`src/rtl/sipo_pkg.sv`:
```
// Shared types and helpers for the serial-in/parallel-out framing controller.
package sipo_pkg;

  typedef enum logic {
    IDLE  = 1'b0,
    SHIFT = 1'b1
  } state_t;

  // Width of a counter able to hold every value from 0 to width inclusive.
  function automatic int cnt_w(input int width);
    return $clog2(width + 1);
  endfunction

endpackage

```
`src/rtl/sipo_shreg.sv`:
```
// Enable-gated shift chain with no reset; direction chosen by MSB_FIRST.
module sipo_shreg
  import sipo_pkg::*;
#(
  parameter int WIDTH     = 8,
  parameter bit MSB_FIRST = 1'b1
) (
  input  logic             clk,
  input  logic             en,
  input  logic             sin,
  output logic [WIDTH-1:0] q
);

  logic [WIDTH-1:0] q_q;
  logic [WIDTH-1:0] q_d;

  // Next chain contents: shift toward the MSB or toward the LSB when enabled.
  always_comb begin
    q_d = q_q;
    if (en) begin
      if (MSB_FIRST) q_d = {q_q[WIDTH-2:0], sin};
      else           q_d = {sin, q_q[WIDTH-1:1]};
    end
  end

  // Contents are don't-care until a full word has been shifted in.
  always_ff @(posedge clk) begin
    q_q <= q_d;
  end

  assign q = q_q;

endmodule

```
`src/rtl/sipo_frame_ctrl.sv`:
```
// Frames a qualified serial stream into WIDTH-bit words using a start-of-frame
// marker and hands each word downstream through a one-deep holding register.
module sipo_frame_ctrl
  import sipo_pkg::*;
#(
  parameter int WIDTH     = 8,
  parameter bit MSB_FIRST = 1'b1
) (
  input  logic                     clk,
  input  logic                     rst_n,
  input  logic                     sin,
  input  logic                     sin_valid,
  input  logic                     sof,
  output logic [WIDTH-1:0]         pout,
  output logic                     pout_valid,
  input  logic                     pout_ready,
  output logic [cnt_w(WIDTH)-1:0]  bit_cnt,
  output logic                     busy,
  output logic                     abort,
  output logic                     overrun,
  input  logic                     clr_ovr
);

  localparam int CW = cnt_w(WIDTH);
  localparam logic [CW-1:0] LAST_BIT = CW'(WIDTH - 1);
  localparam logic [CW-1:0] ONE      = CW'(1);

  state_t           state_q, state_d;
  logic [CW-1:0]    bit_cnt_q, bit_cnt_d;
  logic [WIDTH-1:0] pout_q, pout_d;
  logic             pout_valid_q, pout_valid_d;
  logic             abort_q, abort_d;
  logic             overrun_q, overrun_d;

  logic             shift_en;
  logic             word_done;
  logic             ovr_set;
  logic [WIDTH-1:0] sreg;
  logic [WIDTH-1:0] word_next;

  sipo_shreg #(
    .WIDTH     (WIDTH),
    .MSB_FIRST (MSB_FIRST)
  ) u_shreg (
    .clk (clk),
    .en  (shift_en),
    .sin (sin),
    .q   (sreg)
  );

  // The completed word must include the bit being shifted in this cycle.
  assign word_next = MSB_FIRST ? {sreg[WIDTH-2:0], sin} : {sin, sreg[WIDTH-1:1]};

  // Framing: start on sof, count bits, complete at WIDTH, restart on a mid-word sof.
  always_comb begin
    state_d   = state_q;
    bit_cnt_d = bit_cnt_q;
    abort_d   = 1'b0;
    shift_en  = 1'b0;
    word_done = 1'b0;
    if (sin_valid) begin
      case (state_q)
        IDLE: begin
          if (sof) begin
            shift_en  = 1'b1;
            bit_cnt_d = ONE;
            state_d   = SHIFT;
          end
        end
        SHIFT: begin
          shift_en = 1'b1;
          if (sof) begin
            bit_cnt_d = ONE;
            abort_d   = (bit_cnt_q != '0);
          end else if (bit_cnt_q == LAST_BIT) begin
            word_done = 1'b1;
            bit_cnt_d = '0;
          end else begin
            bit_cnt_d = bit_cnt_q + ONE;
          end
        end
        default: state_d = IDLE;
      endcase
    end
  end

  // Holding register: load if empty or draining this cycle, otherwise drop and flag.
  always_comb begin
    pout_d       = pout_q;
    pout_valid_d = pout_valid_q;
    ovr_set      = 1'b0;
    if (word_done) begin
      if (!pout_valid_q || pout_ready) begin
        pout_d       = word_next;
        pout_valid_d = 1'b1;
      end else begin
        ovr_set = 1'b1;
      end
    end else if (pout_ready) begin
      pout_valid_d = 1'b0;
    end
    if (ovr_set)      overrun_d = 1'b1;
    else if (clr_ovr) overrun_d = 1'b0;
    else              overrun_d = overrun_q;
  end

  // State registers with synchronous active-low reset.
  always_ff @(posedge clk) begin
    if (!rst_n) begin
      state_q      <= IDLE;
      bit_cnt_q    <= '0;
      pout_q       <= '0;
      pout_valid_q <= 1'b0;
      abort_q      <= 1'b0;
      overrun_q    <= 1'b0;
    end else begin
      state_q      <= state_d;
      bit_cnt_q    <= bit_cnt_d;
      pout_q       <= pout_d;
      pout_valid_q <= pout_valid_d;
      abort_q      <= abort_d;
      overrun_q    <= overrun_d;
    end
  end

  assign pout       = pout_q;
  assign pout_valid = pout_valid_q;
  assign bit_cnt    = bit_cnt_q;
  assign busy       = (state_q == SHIFT);
  assign abort      = abort_q;
  assign overrun    = overrun_q;

endmodule

```
`config.mk`:
```
export PLATFORM = sky130hd
export DESIGN_NAME = sipo_frame_ctrl
export DESIGN_NICKNAME = d
export VERILOG_FILES = /design/src/rtl/sipo_pkg.sv /design/src/rtl/sipo_shreg.sv /design/src/rtl/sipo_frame_ctrl.sv
export SDC_FILE = /design/constraint.sdc
export NUM_CORES = 1
export LEC_CHECK = 0
export ABC_AREA = 1
export CORE_AREA = 4 4 69 71
export CTS_CLUSTER_SIZE = 10
export DETAILED_ROUTE_END_ITERATION = 16
export DIE_AREA = 0 0 73 75
export DONT_BUFFER_PORTS = 1
export PLACE_DENSITY = 0.42
export SETUP_SLACK_MARGIN = 0.3
export SLEW_MARGIN = 30
export SYNTH_ARGS = -nofsm -noshare
export SYNTH_HDL_FRONTEND = slang
export SYNTH_SLANG_ARGS = --single-unit
```
`constraint.sdc`:
```
create_clock -name clk -period 1.4 [get_ports clk]
set_input_delay 0.21 -clock clk [delete_from_list [all_inputs] [get_ports clk]]
set_output_delay 0.21 -clock clk [all_outputs]
set_load 0.02 [all_outputs]
```
==> run_results.csv <==
group,metric,value,unit
finish,drive_gt1_frac,0.186,
clocking,ctsRootBufferMaster,"clkbuf_8",
floorplan,core_area,4230,sq um
critical_path,path_max_fanout,6,
finish,nets,155,
synthesis,synth_common_cells,"inv_1, nand2_1, dfxtp_1, nand3_1, nor2_1",
clocking,cts.clk_slew.worst_paths,0.08,ns
detailed_routing,routed_via_density,4.17,
detailed_routing,drt-pass1-iter-count,4,
global_route,grt_max_degree,13,
critical_path,critPathLaunchType,"register",
synthesis,synthArstFlopShare,0,
finish,finish.utilization,0.295,
placed_design,preCtsSetupSlack,0.136,ns
synthesis,synth.avg_cell_area,7.68,sq um
synthesis,yosysSeqAreaShare,0.523,
clocking,holdBufCountCts,0,
clocking,cts-buffers-inserted,3,
sta,relSlewSlack,0.816,
placed_design,portBuffers,0,
sta,min_period,1.16,ns
clocking,cts.sinks,23,
power,power.density,950,nW/um^2
global_route,grt_pass1_wl,3.55,mm
synthesis,yosys_most_used_dff,"dfxtp_1",
sta,finalClockSkew,0.00199,ns
synthesis,synth.most_common_cell,"inv_1",
floorplan,initial_core_util,0.239,
clocking,htree_levels,1,
synthesis,netlist.area_leader.share,0.316,
flow_run,max-cap-violations,0,
critical_path,end_kind,"register",
global_route,grt_usage,0.0835,
sta,rsz0062_at_grt,"yes",
critical_path,crit_arrival,1.37,ns
floorplan,rows,24,
synthesis,ys_top_cells_by_area,"dfxtp_1, edfxtp_1, inv_1, nand2_1, nand3_1",
detailed_routing,routed_wirelength,2.14,mm
hold_path,min_path_type,"primary input to register",
sta,drv_slew,0,
detailed_routing,vias,821,
global_route,grt_overflow,0,
finish,finalNonFillerCells,197,
placed_design,post-dp-hpwl,1.64,mm
placed_design,place_inst,189,
critical_path,critPathKind,"register to register",
clocking,worstSkewPairLatency,0.26,ns
power,leakagePower,0.566,nW
sta,worst_pin_slew,0.273,ns
synthesis,syn_area,1010,sq um
sta,hold_viol_final,0,
power,ir_drop,693,uV
synthesis,synth_edf_count,7,
placed_design,gp_congestion,0.798,
floorplan,ios,23,
sta,setup_slack,0.238,ns
floorplan,die_x,73,um
finish,area_growth,23.2,%
detailed_routing,drc,0,
detailed_routing,ant_nets,0,
detailed_routing,drt_iter0_markers,37,
floorplan,dieArea,5480,sq um
sta,setup-tns-final,0,ns
global_route,antenna_found_initial,0,
global_route,grt_pass1_vias,835,
synthesis,ys.warnings.count,0,
sta,fmax,0.861,GHz
clocking,cts_tree,"built",
synthesis,synth_seq_cells,23,
finish,n_antenna_cell,0,
synthesis,synth_fp_nets,141,
synthesis,ys_types,16,
critical_path,critical_path_required,1.60,ns
run_status,outcome,"finished, final reports clean",
power,finalPower,1.19,mW
sta,timing.final.crit_share,0.830,
sta,setup_viol,0,
clocking,ctsLongestPathBuffers,2,
synthesis,synth_top_cell_by_area,"dfxtp_1",
detailed_routing,post_drt_wl_per_cell,10.9,um
synthesis,syn_inst,132,
floorplan,die_h,75,um
## kinds of logic (layout without fill, tap and decap cells)
logic type | after synthesis | in the layout | synth area share
AND/OR/NAND/NOR | 62 | 64 | 0.275
buffers and inverters | 39 | 50 | 0.146
flip-flops | 23 | 23 | 0.523
AO/OA/AOI/OAI | 6 | 6 | 0.0309
adder cells (fa/ha/maj) | 2 | 2 | 0.0247
## metrics by stage
step / area [sq um] / hold slack [ns]
3_3_place_gp: 1150 / 0.309
5_1_grt: 1250 / 0.0223
6_report: 1250 / 0.0390
3_5_place_dp: 1150 / 0.309
4_1_cts: 1230 / 0.0348
2_1_floorplan: 1040 / 0.309
## routing by layer
layer | share of wire | GRT usage | up-vias
met4 | 0 | 0.0143 | 0
met5 | 0 | 0 | -
met2 | 0.47 | 0.139 | 20
met3 | 0.091 | 0.0507 | 0
li1 | - | - | 429
met1 | 0.44 | 0.0927 | 372
## cell usage in the layout (no fill, tap or decap), drive strengths merged
master	n
clkbuf	4
nand2	29
buf	8
ha	2
nand3	17
a31oi	1
inv	37
o21ai	1
dfxtp	16
bufinv	1
edfxtp	7
nand4	2
nor2	16
a21oi	4
## state kept, by name (all words and copies together) (netlist names)
name        flops
busy            1
pout_valid      1
abort           1
bit_cnt         4
u_shreg.q       7
overrun         1
pout            8
## area by class of cell
| class | instances | area (sq um) |
|---|---|---|
| repair buffers | 8 | 60.1 |
| clock buffers | 4 | 45.0 |
| inverters | 38 | 156 |
| flip-flops and latches | 23 | 541 |
| fillers | 460 | 2990 |
| well taps | 52 | 65.1 |
| multi-input cells | 72 | 382 |
## timing repair
| item | CTS | global route |
|---|---|---|
| pin swaps | 13 | 4 |
| endpoints found under the setup margin | 19 | 14 |
| gates resized for setup | 4 | 3 |
| gates cloned | 2 | 0 |
| setup buffers | 2 | 0 |
| hold endpoints to repair | 0 | 0 |
## power breakdown
part | internal [mW] | switching, mW
registers | 0.702 | 0.00933
logic | 0.0205 | 0.0431
clock network | 0.203 | 0.209
total | 0.925 | 0.261
## final timing paths
check | endpoint | from | depth (start not counted) | slack, ns
worst max-delay path | pout[3] | bit_cnt[0] | 7 | 0.24
worst min-delay path | u_shreg.q[0] | sin | 0 | 0.04
worst max register to register | pout[3] | bit_cnt[0] | 7 | 0.24
worst min register to register | u_shreg.q[1] | u_shreg.q[0] | 0 | 0.46
## critical path, cell delays in order, from the launching register on
cell     delay [ns]
dfxtp_4        0.36
ha_4           0.15
nand3_4        0.09
nor2_4         0.19
nand2_2        0.13
nand2_1        0.08
inv_1          0.04
nor2_1         0.07
Note: power is estimated with default switching activity, not from simulation.
